[config.mk]
export PLATFORM = sky130hd
export DESIGN_NAME = dmem_lsu
export DESIGN_NICKNAME = d
export VERILOG_FILES = /design/src/rtl/lsu_pkg.sv /design/src/rtl/dmem_lane_align.sv /design/src/rtl/dmem_lsu.sv
export SDC_FILE = /design/constraint.sdc
export NUM_CORES = 1
export LEC_CHECK = 0
export CORE_AREA = 8 8 137 113
export CTS_CLUSTER_SIZE = 14
export DETAILED_ROUTE_END_ITERATION = 12
export DIE_AREA = 0 0 145 121
export HOLD_SLACK_MARGIN = 0.1
export PLACE_DENSITY = 0.95
export SYNTH_ARGS = -nofsm -noshare
export SYNTH_HDL_FRONTEND = slang
export SYNTH_HIERARCHICAL = 1
export SYNTH_SLANG_ARGS = --single-unit
[constraint.sdc]
create_clock -name i_clk -period 4.9 [get_ports i_clk]
set_input_delay 0.98 -clock i_clk [delete_from_list [all_inputs] [get_ports i_clk]]
set_output_delay 0.98 -clock i_clk [all_outputs]
set_load 0.02 [all_outputs]
[src/rtl/lsu_pkg.sv]
// Shared definitions for the data-memory load/store path: access size
// encodings, LSU state encoding, and the byte-lane/extension helpers that the
// single-cycle hart datapath reuses as well.
package lsu_pkg;

  localparam logic [1:0] SZ_B = 2'b00;
  localparam logic [1:0] SZ_H = 2'b01;
  localparam logic [1:0] SZ_W = 2'b10;

  typedef enum logic [1:0] {
    IDLE = 2'd0,
    REQ  = 2'd1,
    WAIT = 2'd2,
    RESP = 2'd3
  } lsu_state_e;

  // Byte-lane enables for an access of the given size at byte offset off.
  function automatic logic [3:0] lane_mask(input logic [1:0] size, input logic [1:0] off);
    logic [3:0] m;
    case (size)
      SZ_B:    m = 4'b0001 << off;
      SZ_H:    m = 4'b0011 << off;
      SZ_W:    m = 4'b1111;
      default: m = 4'b0000;
    endcase
    return m;
  endfunction

  // Illegal size, or an address not naturally aligned to the access size.
  function automatic logic access_fault(input logic [1:0] size, input logic [1:0] off);
    logic f;
    case (size)
      SZ_B:    f = 1'b0;
      SZ_H:    f = off[0];
      SZ_W:    f = (off != 2'b00);
      default: f = 1'b1;
    endcase
    return f;
  endfunction

  // Move the addressed lane(s) to bit 0, then sign- or zero-extend to 32 bits.
  function automatic logic [31:0] load_extend(input logic [31:0] rdata, input logic [1:0] off,
                                              input logic [1:0] size, input logic is_unsigned);
    logic [31:0]        lane;
    logic signed [7:0]  b;
    logic signed [15:0] h;
    logic signed [31:0] r;
    lane = rdata >> {off, 3'b000};
    b    = lane[7:0];
    h    = lane[15:0];
    case (size)
      SZ_B: begin
        r = b;
        return is_unsigned ? {24'd0, lane[7:0]} : r;
      end
      SZ_H: begin
        r = h;
        return is_unsigned ? {16'd0, lane[15:0]} : r;
      end
      default: return lane;
    endcase
  endfunction

endpackage

[src/rtl/dmem_lane_align.sv]
// Combinational byte-lane steering: store data and lane enables toward memory,
// extended load data back toward the core, plus the alignment fault flag.
module dmem_lane_align
  import lsu_pkg::*;
(
  input  logic [1:0]  off,
  input  logic [1:0]  size,
  input  logic        is_unsigned,
  input  logic [31:0] wdata,
  input  logic [31:0] rdata,
  output logic [3:0]  mask,
  output logic [31:0] wdata_sh,
  output logic [31:0] rdata_ext,
  output logic        fault
);

  assign mask      = lane_mask(size, off);
  assign wdata_sh  = wdata << {off, 3'b000};
  assign rdata_ext = load_extend(rdata, off, size, is_unsigned);
  assign fault     = access_fault(size, off);

endmodule

[src/rtl/dmem_lsu.sv]
// Load/store unit in front of a multi-cycle data memory. One transaction in
// flight: capture the request, issue a word-aligned byte-masked access, wait
// for completion (bounded by WAIT_TIMEOUT), then pulse a response.
module dmem_lsu
  import lsu_pkg::*;
#(
  parameter int WAIT_TIMEOUT = 16
) (
  input  logic        i_clk,
  input  logic        i_rst_n,
  input  logic        i_req_valid,
  output logic        o_req_ready,
  input  logic        i_req_wen,
  input  logic [31:0] i_req_addr,
  input  logic [1:0]  i_req_size,
  input  logic        i_req_unsigned,
  input  logic [31:0] i_req_wdata,
  output logic        o_rsp_valid,
  output logic [31:0] o_rsp_rdata,
  output logic        o_rsp_trap,
  output logic        o_rsp_err,
  output logic        o_mem_valid,
  input  logic        i_mem_ready,
  output logic [31:0] o_mem_addr,
  output logic        o_mem_ren,
  output logic        o_mem_wen,
  output logic [31:0] o_mem_wdata,
  output logic [3:0]  o_mem_mask,
  input  logic        i_mem_rvalid,
  input  logic [31:0] i_mem_rdata
);

  localparam logic [7:0] WAIT_LAST = 8'(WAIT_TIMEOUT - 1);

  lsu_state_e  state;
  logic [7:0]  wait_cnt;

  // Request fields captured at acceptance
  logic [1:0]  off_p0;
  logic [1:0]  size_p0;
  logic        uns_p0;
  logic        wen_p0;

  logic [1:0]  al_off;
  logic [1:0]  al_size;
  logic        al_uns;
  logic [3:0]  al_mask;
  logic [31:0] al_wdata;
  logic [31:0] al_rdata;
  logic        al_fault;

  assign o_req_ready = (state == IDLE);

  // Aligner sees the live request in IDLE and the captured request afterwards
  always_comb begin
    al_off  = off_p0;
    al_size = size_p0;
    al_uns  = uns_p0;
    if (state == IDLE) begin
      al_off  = i_req_addr[1:0];
      al_size = i_req_size;
      al_uns  = i_req_unsigned;
    end
  end

  dmem_lane_align u_align (
    .off         (al_off),
    .size        (al_size),
    .is_unsigned (al_uns),
    .wdata       (i_req_wdata),
    .rdata       (i_mem_rdata),
    .mask        (al_mask),
    .wdata_sh    (al_wdata),
    .rdata_ext   (al_rdata),
    .fault       (al_fault)
  );

  // Transaction FSM with registered memory and response outputs
  always_ff @(posedge i_clk or negedge i_rst_n) begin
    if (!i_rst_n) begin
      state       <= IDLE;
      wait_cnt    <= 8'd0;
      off_p0      <= 2'b00;
      size_p0     <= 2'b00;
      uns_p0      <= 1'b0;
      wen_p0      <= 1'b0;
      o_rsp_valid <= 1'b0;
      o_rsp_rdata <= 32'd0;
      o_rsp_trap  <= 1'b0;
      o_rsp_err   <= 1'b0;
      o_mem_valid <= 1'b0;
      o_mem_addr  <= 32'd0;
      o_mem_ren   <= 1'b0;
      o_mem_wen   <= 1'b0;
      o_mem_wdata <= 32'd0;
      o_mem_mask  <= 4'd0;
    end else begin
      case (state)
        IDLE: begin
          if (i_req_valid) begin
            off_p0  <= i_req_addr[1:0];
            size_p0 <= i_req_size;
            uns_p0  <= i_req_unsigned;
            wen_p0  <= i_req_wen;
            if (al_fault) begin
              // Faulting request never touches memory
              o_rsp_valid <= 1'b1;
              o_rsp_trap  <= 1'b1;
              o_rsp_rdata <= 32'd0;
              state       <= RESP;
            end else begin
              o_mem_valid <= 1'b1;
              o_mem_addr  <= {i_req_addr[31:2], 2'b00};
              o_mem_ren   <= ~i_req_wen;
              o_mem_wen   <= i_req_wen;
              o_mem_wdata <= al_wdata;
              o_mem_mask  <= al_mask;
              state       <= REQ;
            end
          end
        end
        REQ: begin
          if (i_mem_ready) begin
            o_mem_valid <= 1'b0;
            o_mem_ren   <= 1'b0;
            o_mem_wen   <= 1'b0;
            wait_cnt    <= 8'd0;
            state       <= WAIT;
          end
        end
        WAIT: begin
          if (i_mem_rvalid) begin
            o_rsp_valid <= 1'b1;
            o_rsp_rdata <= wen_p0 ? 32'd0 : al_rdata;
            state       <= RESP;
          end else if (wait_cnt == WAIT_LAST) begin
            o_rsp_valid <= 1'b1;
            o_rsp_err   <= 1'b1;
            o_rsp_rdata <= 32'd0;
            state       <= RESP;
          end else begin
            wait_cnt <= wait_cnt + 8'd1;
          end
        end
        RESP: begin
          o_rsp_valid <= 1'b0;
          o_rsp_trap  <= 1'b0;
          o_rsp_err   <= 1'b0;
          o_rsp_rdata <= 32'd0;
          state       <= IDLE;
        end
        default: state <= IDLE;
      endcase
    end
  end

endmodule

==> flow_summary.yaml, run 1 <==
outcome:
  outcome: "finished clean"
floorplan:
  dieWidth_um: 145
  floorplan.io_pins: 212
  design.core.area_sq_um: 13300
  initial_cell_density_of_the_core: 0.499
  die_h_um: 121
  die-area_sq_um: 17500
  cell_row_count: 38
synth:
  synthDistinctLibCells: 50
  synth.yosys.seq_area_share: 0.454
  synthDominantAreaCellType: "sky130_fd_sc_hd__dfrtp_1"
  yosysWarningCount: 6
  synth-adder-area-share: 0.0113
  synthSimpleGateAreaFrac: 0.0991
  syn_avg_cell_area_sq_um: 10.9
  netlist_instances: 605
  synth_top_area_frac: 0.454
  synth_xor_xnor_area_share: 0.00265
  combinational_family_with_the_most_area_after_synthesis: "multiplexers"
  syn_area_sq_um: 6620
  synth_mux_area_frac: 0.256
  async_reset_ff_frac: 1.00
  netlist_top_cells_area: "sky130_fd_sc_hd__dfrtp_1, sky130_fd_sc_hd__mux2_2, sky130_fd_sc_hd__mux2i_1"
  synth_enable_flop_cells: 0
  postSynthRegisterBits: 120
  synth_compound_area_frac: 0.108
  synth-main-ff-cell: "sky130_fd_sc_hd__dfrtp_1"
clock_tree:
  cts_htree_levels: 4
  cts_buffers: 17
  cts_resized: 0
  post_cts_hold_buffer_count: 0
  clock_tree.buffer_depth: 2
  clock_sinks: 120
  cts_post_setup_buffers_inserted: 0
  cts_tree: "built"
  clock-root-buffer: "sky130_fd_sc_hd__clkbuf_16"
  clk_pin_slew_worst_paths_ns: 0.06
  worst_skew_pair_later_pin_latency_ns: 0.41
global_route:
  grt_usage: 0.224
  largest_net_degree_at_the_start_of_global_routing: 69
  grt_pass1_vias: 5797
  antenna_found_initial: 0
  grt_pass1_wl_um: 31200
  grt_overflow: 0
timing:
  worst_slew_pin_slew_ns: 1.26
  hold_slack_ns: 0.502
  rsz0062_at_grt: "no"
  slew-limit-headroom: 0.161
  layout_worst_path_cycle_share: 0.778
  post-route-min-period_ns: 3.81
  clock-skew-final_ns: 0.00925
  max_clock_freq_mhz: 262
  finalHoldViolCount: 0
  setup_violations: 0
  setup_total_negative_slack_ns: 0
  final-max-slew-violation-count: 0
setup_path:
  required_time_of_the_critical_path_ns: 5.19
  worst-path-max-fanout: 15
  crit_path_top_delay_cell: "sky130_fd_sc_hd__nand3b_1"
  crit_path_end_kind: "register"
  timing.critical_path.mode_cell: "sky130_fd_sc_hd__mux2_2"
  r2r_setup_slk_ns: 1.09
  critical_path.reg2reg.startpoint: "state[1]"
  worst_setup_path_startpoint: "state[1]"
  worstPathArrival_ns: 4.10
  worstPathCellList: "inv_1 -> ha_1 -> mux2_2 -> nor2_1 -> a21oi_1 -> nand3b_1 -> buf_4 -> mux2_2"
  critPathKind: "register to register"
  worst_r2r_path_depth: 8
  crit-reg2reg-capture: "o_mem_wdata[8]"
  timing.critical_path.from_type: "register"
  cp-endpoint: "o_mem_wdata[8]"
  critPathMaxStageDelay_ns: 0.63
route:
  drtPass1Iterations: 6
  wire_per_inst_um: 19.6
  drt_wl_total_um: 19500
  num_vias: 5305
  detail_route.drc_violations: 0
  dr.first_iter.drc_count: 499
  antenna_viol_nets_final: 0
  viasPerCell: 5.34
place:
  gpl.final_weighted_congestion: 0.813
  port_buffers: 209
  hpwl_um: 14300
layout:
  multi_input_area_sq_um: 3170
  layout_fillers: 921
  design.final.nets: 911
  drive_gt1_frac: 0.194
  seqCellArea_sq_um: 3000
  area_delta_synth_final_pct: 40.5
hold_path:
  worst_hold_path_type: "register to register"
run:
  max_cap_violations: 0
power:
  ir_drop_v: 0.000584
  powerDensity_nw_per_um2: 704
  power.static_leakage_nw: 4.00
logic make-up after synthesis:
| family | count (synthesis) |
|---|---|
| buf+inv | 82 |
| fa+ha+maj | 6 |
| flops | 120 |
| xor+xnor | 2 |
| compound gates | 100 |
| simple gates | 136 |
| other cells | 1 |
| mux | 158 |
where the power goes:
group	leakage (nW)	internal, mW	switching [mW]	total [mW]
clock	0.290	0.760	0.488	1.25
combinational	2.18	1.71	1.95	3.66
sequential	1.53	1.39	0.251	1.64
per-layer routing:
layer / vias up / share of wire / GRT usage
li1: 2484 / - / -
met1: 2524 / 0.39 / 0.251
met2: 255 / 0.47 / 0.362
met3: 42 / 0.11 / 0.109
met4: 0 / 0.027 / 0.0905
met5: - / 0 / 0
worst max-delay path: cells and delay by family, from the launching register on:
kind | cells | cell delay (ns)
mux | 2 | 0.80
simple gates | 2 | 1.18
compound gates | 1 | 0.15
flops | 1 | 0.39
fa+ha+maj | 1 | 0.58
buf+inv | 2 | 0.57
sequential cells by signal, summed over array words and instances (netlist names):
signal       cells
o_mem_wdata     32
o_rsp_rdata     32
o_mem_addr      30
wait_cnt         8
o_mem_mask       4
off_p0           2
size_p0          2
state            2
o_mem_ren        1
o_mem_valid      1
o_mem_wen        1
o_rsp_err        1
o_rsp_trap       1
o_rsp_valid      1
uns_p0           1
wen_p0           1
cell type report:
type,count,share of cell area
Sequential cell,120,0.323
Tap cell,180,0.0242
Clock buffer,17,0.0457
Antenna cell,1,0.000269
Inverter,41,0.0165
Clock inverter,15,0.0180
Timing Repair Buffer,216,0.232
Multi-Input combinational cell,404,0.341
synth_stat cells (all sizes together), types with 2 or more instances:
library cell	count
nor2	16
a211oi	9
inv	41
nand3	4
nor2b	13
buf	37
a31oi	3
nand3b	3
mux2i	69
dfrtp	120
clkbuf	4
o21a	2
o22ai	4
and2	8
nor3b	2
or2	7
nand2	74
ha	6
a211o	2
o211ai	16
a22o	2
nor4	2
nand2b	3
mux2	89
o21ai	23
xnor2	2
a21oi	31
nor3	2
worst min path at each step:
| stage | startpoint | endpoint | slack, ns | cells past startpoint |
|---|---|---|---|---|
| finish | o_mem_wdata[3] | o_mem_wdata[3] | 0.50 | 1 |
| CTS | o_mem_addr[22] | o_mem_addr[22] | 0.51 | 1 |
| floorplan | off_p0[0] | off_p0[0] | 0.48 | 1 |
| global placement | uns_p0 | uns_p0 | 0.48 | 1 |
| global route | o_mem_wdata[24] | o_mem_wdata[24] | 0.52 | 1 |
| detailed placement | o_mem_wdata[25] | o_mem_wdata[25] | 0.49 | 1 |
layout by cell type (no fill, tap or decap), drive strengths merged, types with 3 or more instances in the layout:
| cell | synthesis | routed |
|---|---|---|
| ha | 6 | 6 |
| mux2 | 89 | 89 |
| clkbuf | 4 | 17 |
| nand3b | 3 | 3 |
| a21oi | 31 | 31 |
| nand2b | 3 | 3 |
| inv | 41 | 46 |
| clkdlybuf4s50 | 0 | 208 |
| a31oi | 3 | 3 |
| and2 | 8 | 8 |
| dfrtp | 120 | 120 |
| nor2b | 13 | 13 |
| or2 | 7 | 7 |
| o22ai | 4 | 4 |
| o21ai | 23 | 23 |
| o211ai | 16 | 16 |
| mux2i | 69 | 69 |
| nor2 | 16 | 16 |
| buf | 37 | 8 |
| nand2 | 74 | 74 |
| clkinv | 0 | 7 |
| a211oi | 9 | 9 |
| nand3 | 4 | 4 |
through the flow:
step / utilization / worst slack [ns] / power (mW) / std cells / area, sq um
floorplan: - / 1.54 / 4.18 / 606 / 6620
CTS: 0.701 / 1.13 / 6.58 / 993 / 9300
finish: 0.701 / 1.09 / 6.55 / 994 / 9300
detailed placement: 0.656 / 0.979 / 5.27 / 961 / 8710
global placement: 0.656 / 1.06 / 5.17 / 961 / 8710
global route: 0.701 / 0.887 / 6.94 / 993 / 9300
Power figures use the tool's default switching activity.
==> run 2, diff against run 1 <==
--- a/config.mk
+++ b/config.mk
@@ -5,12 +5,12 @@
 export SDC_FILE = /design/constraint.sdc
 export NUM_CORES = 1
 export LEC_CHECK = 0
-export CORE_AREA = 8 8 137 113
+export CORE_AREA = 8 8 142 118
 export CTS_CLUSTER_SIZE = 14
 export DETAILED_ROUTE_END_ITERATION = 12
-export DIE_AREA = 0 0 145 121
+export DIE_AREA = 0 0 150 126
 export HOLD_SLACK_MARGIN = 0.1
-export PLACE_DENSITY = 0.95
+export PLACE_DENSITY = 0.91
 export SYNTH_ARGS = -nofsm -noshare
 export SYNTH_HDL_FRONTEND = slang
 export SYNTH_HIERARCHICAL = 1
==> constraint.sdc (replaced) <==
create_clock -name i_clk -period 3.9 [get_ports i_clk]
set_input_delay 0.78 -clock i_clk [delete_from_list [all_inputs] [get_ports i_clk]]
set_output_delay 0.78 -clock i_clk [all_outputs]
set_load 0.02 [all_outputs]
==> flow_summary.yaml, run 2 (same netlist as run 1, synthesis figures left out) <==
outcome:
  outcome: "finished clean"
global_route:
  largest_net_degree_at_the_start_of_global_routing: 73
  grt_overflow: 0
  grt_pass1_wl_um: 30300
  antenna_found_initial: 0
  grt_pass1_vias: 5664
  grt_usage: 0.206
route:
  wire_per_inst_um: 19.1
  drtPass1Iterations: 5
  dr.first_iter.drc_count: 325
  detail_route.drc_violations: 0
  drt_wl_total_um: 19300
  viasPerCell: 5.21
  num_vias: 5242
  antenna_viol_nets_final: 0
layout:
  design.final.nets: 915
  layout_fillers: 1142
  drive_gt1_frac: 0.198
  area_delta_synth_final_pct: 40.9
  most_common_cell_after_layout_fill_and_taps_aside: "sky130_fd_sc_hd__clkdlybuf4s50_1"
  antennaDiodeCount: 0
  reg_top3: "o_mem_wdata x32, o_rsp_rdata x32, o_mem_addr x30"
  seqCellArea_sq_um: 3000
  layout.cells.most_common_list: "sky130_fd_sc_hd__clkdlybuf4s50_1, sky130_fd_sc_hd__dfrtp_1, sky130_fd_sc_hd__mux2_2"
  multi_input_area_sq_um: 3170
floorplan:
  cell_row_count: 40
  die_h_um: 126
  floorplan.io_pins: 212
  design.core.area_sq_um: 14500
  die-area_sq_um: 18900
  dieWidth_um: 150
  initial_cell_density_of_the_core: 0.456
power:
  powerDensity_nw_per_um2: 879
  total_chip_power_mw: 8.20
  ir_drop_v: 0.000518
  power.static_leakage_nw: 4.01
setup_path:
  worstPathCellList: "inv_1 -> ha_1 -> mux2_2 -> buf_4 -> and2b_2 -> a32oi_4 -> o211ai_1 -> nand2_1 -> mux2i_1"
  crit_path_end_kind: "register"
  worst-path-max-fanout: 25
  crit_path_top_delay_cell: "sky130_fd_sc_hd__a32oi_4"
  critPathKind: "register to register"
  critPathMaxStageDelay_ns: 0.64
  timing.critical_path.from_type: "register"
  worstPathArrival_ns: 3.61
  required_time_of_the_critical_path_ns: 4.18
timing:
  max_clock_freq_mhz: 300
  setup_violations: 0
  final-max-slew-violation-count: 0
  clock-skew-final_ns: 0.0113
  finalHoldViolCount: 0
  hold_slack_ns: 0.426
  slew-limit-headroom: 0.480
  rsz0062_at_grt: "no"
  setup_total_negative_slack_ns: 0
  worst_slew_pin_slew_ns: 0.777
  layout_worst_path_cycle_share: 0.853
  post-route-min-period_ns: 3.33
clock_tree:
  cts_resized: 0
  cts_tree: "built"
  post_cts_hold_buffer_count: 0
  cts_buffers: 17
  clock_sinks: 120
  clock-root-buffer: "sky130_fd_sc_hd__clkbuf_16"
  cts_htree_levels: 4
  cts_post_setup_buffers_inserted: 0
  clock_tree.buffer_depth: 2
  worst_skew_pair_later_pin_latency_ns: 0.43
  clk_pin_slew_worst_paths_ns: 0.05
place:
  gpl.final_weighted_congestion: 0.811
  port_buffers: 209
  hpwl_um: 14300
hold_path:
  worst_hold_path_type: "primary input to async pin"
run:
  max_cap_violations: 0
-- run 2: routing by layer --
metal / GRT usage / wire length [um]
met3: 0.108 / 2160
met1: 0.232 / 7540
met2: 0.329 / 9210
met5: 0 / 0
met4: 0.0692 / 349
-- run 2: cell type report --
cell class	instances	share of cell area
Tap cell	189	0.0254
Multi-Input combinational cell	404	0.340
Clock buffer	17	0.0456
Timing Repair Buffer	220	0.234
Clock inverter	15	0.0166
Sequential cell	120	0.322
Inverter	41	0.0165
-- run 2: critical path, delay by kind of cell (launching register included) --
family,cells,cell delay [ns]
AO/OA/AOI/OAI,2,0.87
adder cells (fa/ha/maj),1,0.58
multiplexers,2,0.57
AND/OR/NAND/NOR,2,0.40
flip-flops,1,0.39
buffers and inverters,2,0.38
-- run 2: where the power goes --
group          internal [mW]  switching [mW]  leakage, nW
clock                  0.939           0.602        0.279
combinational           2.17            2.45         2.20
sequential              1.75           0.292         1.53
total                   4.86            3.34         4.01
-- run 2: worst paths after layout --
| kind | start | end | slack [ns] | cells after the start |
|---|---|---|---|---|
| worst max-delay path | state[1] | o_rsp_rdata[17] | 0.57 | 9 |
| worst min-delay path | i_rst_n | size_p0[0] | 0.43 | 1 |
| worst max register to register | state[1] | o_rsp_rdata[17] | 0.57 | 9 |
| worst min register to register | size_p0[1] | size_p0[1] | 0.50 | 1 |
| max in group asynchronous | i_rst_n | o_rsp_rdata[16] | 2.53 | 2 |
| min in group i_clk | size_p0[1] | size_p0[1] | 0.50 | 1 |
-- run 2: through the flow --
step	std cells	cell area, sq um	util	setup WS (ns)
5_1_grt	1006	9330	0.643	0.426
4_1_cts	1006	9330	0.643	0.622
6_report	1006	9330	0.643	0.572
3_5_place_dp	974	8750	0.603	0.669
2_1_floorplan	606	6620	-	0.543
3_3_place_gp	974	8750	0.603	0.697
